### src/rtl/shifter_pkg.sv
// ============================================================================
// shifter_pkg : shared shift-operation encoding for the pipelined shifter
// Revision    : 1.0
// ============================================================================
`default_nettype none

package shifter_pkg;

   localparam int OP_W = 3;

   // Codes 5-7 are not named; they select pass-through.
   typedef enum logic [OP_W-1:0] {
      SHIFT_SLL = 3'd0,
      SHIFT_SRL = 3'd1,
      SHIFT_SRA = 3'd2,
      SHIFT_ROL = 3'd3,
      SHIFT_ROR = 3'd4
   } shift_op_t;

endpackage

`default_nettype wire

### src/rtl/shifter_stage.sv
// ============================================================================
// shifter_stage : one conditional shift by DIST for all five ops, optional
//                 output register that carries data, shamt, op and valid
// Revision      : 1.0
// ============================================================================
`default_nettype none

module shifter_stage
   import shifter_pkg::*;
#(
   parameter int N      = 32,
   parameter int DIST   = 1,
   parameter bit REG_EN = 1'b1
) (
   input  logic                 clk,
   input  logic                 rst,
   input  logic                 advance,
   input  logic                 in_valid,
   input  logic [N-1:0]         in_data,
   input  logic [$clog2(N)-1:0] in_shamt,
   input  logic [OP_W-1:0]      in_op,
   output logic                 out_valid,
   output logic [N-1:0]         out_data,
   output logic [$clog2(N)-1:0] out_shamt,
   output logic [OP_W-1:0]      out_op
);

   localparam int SH_W    = $clog2(N);
   localparam int SEL_BIT = $clog2(DIST);

   logic [N-1:0] w_shifted;

   always_comb begin
      w_shifted = in_data;
      if (in_shamt[SEL_BIT]) begin
         case (in_op)
            SHIFT_SLL: w_shifted = in_data << DIST;
            SHIFT_SRL: w_shifted = in_data >> DIST;
            SHIFT_SRA: w_shifted = {{DIST{in_data[N-1]}}, in_data[N-1:DIST]};
            SHIFT_ROL: w_shifted = {in_data[N-1-DIST:0], in_data[N-1:N-DIST]};
            SHIFT_ROR: w_shifted = {in_data[DIST-1:0], in_data[N-1:DIST]};
            default:   w_shifted = in_data;
         endcase
      end
   end

   generate
      if (REG_EN) begin : g_reg
         always_ff @(posedge clk) begin
            if (rst) begin
               out_valid <= 1'b0;
               out_data  <= '0;
               out_shamt <= '0;
               out_op    <= '0;
            end else if (advance) begin
               out_valid <= in_valid;
               out_data  <= w_shifted;
               out_shamt <= in_shamt;
               out_op    <= in_op;
            end
         end
      end else begin : g_comb
         logic unused_ctrl;
         assign unused_ctrl = ^{clk, rst, advance};
         assign out_valid   = in_valid;
         assign out_data    = w_shifted;
         assign out_shamt   = in_shamt;
         assign out_op      = in_op;
      end
   endgenerate

   logic [SH_W-1:0] unused_shamt_w;
   assign unused_shamt_w = in_shamt;

endmodule

`default_nettype wire

### src/rtl/shifter_pipelined.sv
// ============================================================================
// shifter_pipelined : log2(N)-stage barrel shifter with valid/ready handshake;
//                     the whole chain advances or holds as one unit
// Revision          : 1.0
// ============================================================================
`default_nettype none

module shifter_pipelined
   import shifter_pkg::*;
#(
   parameter int N      = 32,
   parameter bit REG_EN = 1'b1
) (
   input  logic                 clk,
   input  logic                 rst,
   input  logic                 in_valid,
   output logic                 in_ready,
   input  logic [N-1:0]         in_data,
   input  logic [$clog2(N)-1:0] in_shamt,
   input  logic [OP_W-1:0]      in_op,
   output logic                 out_valid,
   input  logic                 out_ready,
   output logic [N-1:0]         out_data
);

   localparam int L    = $clog2(N);
   localparam int SH_W = $clog2(N);

   logic              valid_q [L+1];
   logic [N-1:0]      data_q  [L+1];
   logic [SH_W-1:0]   shamt_q [L+1];
   logic [OP_W-1:0]   op_q    [L+1];
   logic              advance;

   assign valid_q[0] = in_valid;
   assign data_q[0]  = in_data;
   assign shamt_q[0] = in_shamt;
   assign op_q[0]    = in_op;

   generate
      for (genvar k = 0; k < L; k++) begin : g_stage
         shifter_stage #(
            .N      (N),
            .DIST   (1 << k),
            .REG_EN (REG_EN)
         ) u_stage (
            .clk       (clk),
            .rst       (rst),
            .advance   (advance),
            .in_valid  (valid_q[k]),
            .in_data   (data_q[k]),
            .in_shamt  (shamt_q[k]),
            .in_op     (op_q[k]),
            .out_valid (valid_q[k+1]),
            .out_data  (data_q[k+1]),
            .out_shamt (shamt_q[k+1]),
            .out_op    (op_q[k+1])
         );
      end
   endgenerate

   assign out_valid = valid_q[L];
   assign out_data  = data_q[L];

   // No skid buffer: a free or draining output slot lets every stage move.
   assign advance  = !out_valid || out_ready;
   assign in_ready = REG_EN ? advance : out_ready;

   logic unused_tail;
   assign unused_tail = ^{shamt_q[L], op_q[L]};

endmodule

`default_nettype wire
### config.mk
export PLATFORM = sky130hd
export DESIGN_NAME = shifter_pipelined
export DESIGN_NICKNAME = d
export VERILOG_FILES = /design/src/rtl/shifter_pkg.sv /design/src/rtl/shifter_stage.sv /design/src/rtl/shifter_pipelined.sv
export SDC_FILE = /design/constraint.sdc
export NUM_CORES = 1
export LEC_CHECK = 0
export CORE_MARGIN = 3
export CORE_UTILIZATION = 66
export DETAILED_ROUTE_END_ITERATION = 7
export PLACE_DENSITY_LB_ADDON = 0.25
export SLEW_MARGIN = 20
export SYNTH_ARGS = -nofsm -noshare
export SYNTH_HDL_FRONTEND = slang
export SYNTH_SLANG_ARGS = --single-unit
### constraint.sdc
create_clock -name clk -period 5.05 [get_ports clk]
set_input_delay 0.7575 -clock clk [delete_from_list [all_inputs] [get_ports clk]]
set_output_delay 0.7575 -clock clk [all_outputs]
set_load 0.1 [all_outputs]
==> insert_results.sql <==
INSERT INTO impl_metrics (metric_group, metric, value, unit) VALUES
('sta', 'setup_violations', '0', ''),
('worst_setup_path', 'crit_path_max_incr_delay', '0.91', 'ns'),
('sta', 'worst_slew_pin_tran', '1.13', 'ns'),
('sta', 'final_max_slew_viol_count', '0', ''),
('clock_tree', 'cts.sink_count', '187', ''),
('worst_setup_path', 'cell_chain_critical_path', 'clkdlybuf4s50_1 > and2b_4 > inv_4 > buf_4', ''),
('worst_setup_path', 'worstPathBufferInverterCount', '3', ''),
('sta', 'finalWorstSetupSlack', '1.44', 'ns'),
('worst_setup_path', 'criticalPathCategory', 'in -> out', ''),
('logic_synthesis', 'synthesis.yosys.warnings', '0', ''),
('placement', 'dpl.cell_count', '1735', ''),
('layout', 'antenna_cells', '0', ''),
('clock_tree', 'cts_htree_levels', '4', ''),
('logic_synthesis', 'yosys_register_bits', '187', ''),
('logic_synthesis', 'number_of_standard_cells_after_synthesis', '1612', ''),
('logic_synthesis', 'count_of_flip_flops_with_a_built_in_enable_after_synthesis', '0', ''),
('worst_setup_path', 'worst_ep_required_time', '4.29', 'ns'),
('route', 'detail-route-antenna-nets', '0', ''),
('clock_tree', 'clock-root-buffer', 'sky130_fd_sc_hd__clkbuf_16', ''),
('sta', 'finalHoldViolCount', '0', ''),
('layout', 'area_growth_syn_to_layout', '6.80', '%'),
('logic_synthesis', 'synth_ff_type', 'sky130_fd_sc_hd__dfxtp_1', ''),
('placement', 'hpwlAfterDp', '24.4', 'mm'),
('floorplanning', 'die-height', '144', 'µm'),
('layout', 'mostFrequentLayoutCell', 'sky130_fd_sc_hd__a21oi_1', ''),
('worst_setup_path', 'end_kind', 'primary output', ''),
('layout', 'layout_common_cells', '190 x sky130_fd_sc_hd__a21oi_1, 186 x sky130_fd_sc_hd__dfxtp_1, 103 x sky130_fd_sc_hd__nand2_1', ''),
('logic_synthesis', 'synth.lib_cells_used.distinct', '71', ''),
('sta', 'crit_path_time_final', '3.61', 'ns'),
('global_routing', 'grt_first_pass_wirelength', '61.5', 'mm'),
('status', 'status', 'completed', ''),
('layout', 'finish.instance_area', '13500', 'µm²'),
('sta', 'finalClockSkew', '0.0136', 'ns'),
('logic_synthesis', 'yosysSeqAreaShare', '0.296', ''),
('logic_synthesis', 'async_flop_share', '0', ''),
('pwr', 'leakage', '4.81', 'nW'),
('floorplanning', 'die_area', '20900', 'µm²'),
('clock_tree', 'post_cts.resized_instances', '0', ''),
('pwr', 'total_power', '0.00380', 'W'),
('global_routing', 'antenna_found_initial', '0', ''),
('sta', 'totalNegativeSetupSlack', '0', 'ns'),
('global_routing', 'total_routing_usage_gr', '0.360', ''),
('sta', 'fmax', '0.277', 'GHz'),
('layout', 'drive_gt1_frac', '0.0815', ''),
('clock_tree', 'number_of_buffers_inserted_by_hold_repair_at_cts', '0', ''),
('clock_tree', 'clockBufferDepth', '2', ''),
('route', 'post_drt_via_cell_ratio', '7.38', ''),
('sta', 'rsz0062_at_grt', 'false', ''),
('floorplanning', 'placeableCoreArea', '18800', 'µm²'),
('floorplanning', 'floorplan.initialDensity', '0.674', ''),
('floorplanning', 'chipWidth', '144', 'µm'),
('global_routing', 'grt_start_max_net_pins', '88', ''),
('clock_tree', 'tritoncts_clock_tree', 'yes', ''),
('floorplanning', 'placementRows', '50', ''),
('global_routing', 'grt_pass1_vias', '11800', ''),
('route', 'detailedRoute.firstIterationViolations', '2259', ''),
('layout', 'finalNetCount', '1564', ''),
('route', 'firstDrtPassIters', '7', ''),
('placement', 'post-place-ws', '1.34', 'ns'),
('floorplanning', 'io-pin-count', '78', ''),
('worst_setup_path', 'cpLargestDelayFamily', 'buffers and inverters', ''),
('worst_setup_path', 'timing.rr.start', 'g_stage[4].u_stage.out_valid$_SDFFE_PP0P_', ''),
('layout', 'filler_cell_count', '1467', ''),
('clock_tree', 'clock_insertion_delay_worst_skew', '0.44', 'ns'),
('worst_setup_path', 'worst_path_maximum_fanout', '87', ''),
('sta', 'fin_crit_sh', '0.714', ''),
('run', 'drv_cap', '0', ''),
('worst_setup_path', 'cp_data_arrival_time', '2.85', 'ns'),
('layout', 'finalNonFillerCells', '1767', ''),
('pwr', 'max-vdd-ir-drop', '0.000248', 'V'),
('route', 'postRouteWirelength', '38.2', 'mm');
==> report_power, final <==
group          internal [W]  total, W  leakage, nW  switching, W
Sequential          0.00157   0.00171         1.54      0.000148
Clock              0.000700   0.00135        0.280      0.000652
Combinational      0.000289  0.000737         2.99      0.000448
Total               0.00255   0.00380         4.81       0.00125
==> worst register-to-register path: stages, from the launching register on <==
cell and delay (ns):
sky130_fd_sc_hd__dfxtp_1 0.33, sky130_fd_sc_hd__and2b_4 0.82, sky130_fd_sc_hd__inv_4 0.39, sky130_fd_sc_hd__and2_1 0.48, sky130_fd_sc_hd__buf_4 0.29, sky130_fd_sc_hd__o211a_1 0.15, sky130_fd_sc_hd__a2111oi_2 0.31
==> synthesized netlist by cell type (5+ instances only) <==
master,count,share of area
sky130_fd_sc_hd__a22o_1,16,0.011
sky130_fd_sc_hd__o31a_1,16,0.011
sky130_fd_sc_hd__o221ai_1,46,0.032
sky130_fd_sc_hd__nor2b_1,9,0.0045
sky130_fd_sc_hd__clkbuf_1,129,0.038
sky130_fd_sc_hd__nor4_1,12,0.0059
sky130_fd_sc_hd__buf_4,35,0.021
sky130_fd_sc_hd__a311oi_1,6,0.0042
sky130_fd_sc_hd__or3_1,41,0.020
sky130_fd_sc_hd__a211oi_1,42,0.025
sky130_fd_sc_hd__o21ai_1,44,0.017
sky130_fd_sc_hd__a32o_1,11,0.0087
sky130_fd_sc_hd__or2_1,5,0.0025
sky130_fd_sc_hd__o22ai_1,35,0.017
sky130_fd_sc_hd__mux2_2,22,0.020
sky130_fd_sc_hd__a211o_1,12,0.0083
sky130_fd_sc_hd__nand2_1,103,0.031
sky130_fd_sc_hd__a21o_1,8,0.0047
sky130_fd_sc_hd__a21oi_1,190,0.075
sky130_fd_sc_hd__a211oi_2,10,0.0099
sky130_fd_sc_hd__buf_2,39,0.015
sky130_fd_sc_hd__mux2i_1,77,0.061
sky130_fd_sc_hd__o31ai_1,12,0.0071
sky130_fd_sc_hd__o311ai_1,14,0.0097
sky130_fd_sc_hd__inv_1,43,0.013
sky130_fd_sc_hd__a31oi_1,15,0.0074
sky130_fd_sc_hd__o32ai_1,28,0.019
sky130_fd_sc_hd__a222oi_1,16,0.013
sky130_fd_sc_hd__a22oi_1,10,0.0059
sky130_fd_sc_hd__and3_1,14,0.0069
sky130_fd_sc_hd__nor2_1,67,0.020
sky130_fd_sc_hd__buf_1,14,0.0042
sky130_fd_sc_hd__o211a_1,13,0.010
sky130_fd_sc_hd__nand3b_1,17,0.010
sky130_fd_sc_hd__nor3b_1,30,0.018
sky130_fd_sc_hd__nand3_1,11,0.0044
sky130_fd_sc_hd__a221oi_1,5,0.0035
sky130_fd_sc_hd__o211ai_1,15,0.0089
sky130_fd_sc_hd__dfxtp_1,187,0.30
sky130_fd_sc_hd__o21ai_0,90,0.036
sky130_fd_sc_hd__o21a_1,11,0.0065
sky130_fd_sc_hd__nor3_1,39,0.015
sky130_fd_sc_hd__and2_1,7,0.0035
==> state kept, by name (all words and copies together) (netlist names) <==
signal,cells
g_stage.u_stage.out_data,160
g_stage.u_stage.out_shamt,10
g_stage.u_stage.out_op,12
g_stage.u_stage.out_valid,5
==> area by class of cell <==
type	instances	area [µm²]	area share
Timing Repair Buffer	108	983	0.0728
Clock inverter	15	155	0.0115
Sequential cell	187	3740	0.277
Clock buffer	17	425	0.0315
Inverter	46	175	0.0130
Tap cell	234	293	0.0217
Multi-Input combinational cell	1160	7730	0.572
==> cell families (layout without fill, tap and decap cells) <==
logic type	after synthesis	count (layout)	share of synthesized area
buffers and inverters	265	186	0.0947
AO/OA/AOI/OAI	685	685	0.368
adder cells (fa/ha/maj)	2	2	0.00158
AND/OR/NAND/NOR	369	369	0.152
multiplexers	99	99	0.0805
XOR/XNOR	5	5	0.00702
flip-flops	187	187	0.296
==> metrics by stage <==
| stage | hold slack, ns | util |
|---|---|---|
| CTS | 0.456 | 0.720 |
| detailed placement | 0.447 | 0.689 |
| finish | 0.451 | 0.720 |
| floorplan | 0.432 | - |
| global route | 0.477 | 0.720 |
| global placement | 0.438 | 0.689 |
==> metal layers <==
metal	up-vias	GRT usage	routed length (µm)
met5	-	0	0
met4	0	0.160	1780
met3	144	0.0658	4150
met2	874	0.557	17200
met1	6091	0.491	15100
li1	5924	-	-
==> worst paths after layout <==
path,end,slack (ns),depth (start not counted)
max reg2reg,g_stage[3].u_stage.out_data[11]$_SDFFE_PP0P_,2.19,6
min,g_stage[3].u_stage.out_valid$_SDFFE_PP0P_,0.45,2
min reg2reg,g_stage[3].u_stage.out_valid$_SDFFE_PP0P_,0.45,2
max,in_ready,1.44,4
No activity file was read; power rests on OpenSTA's default activity.
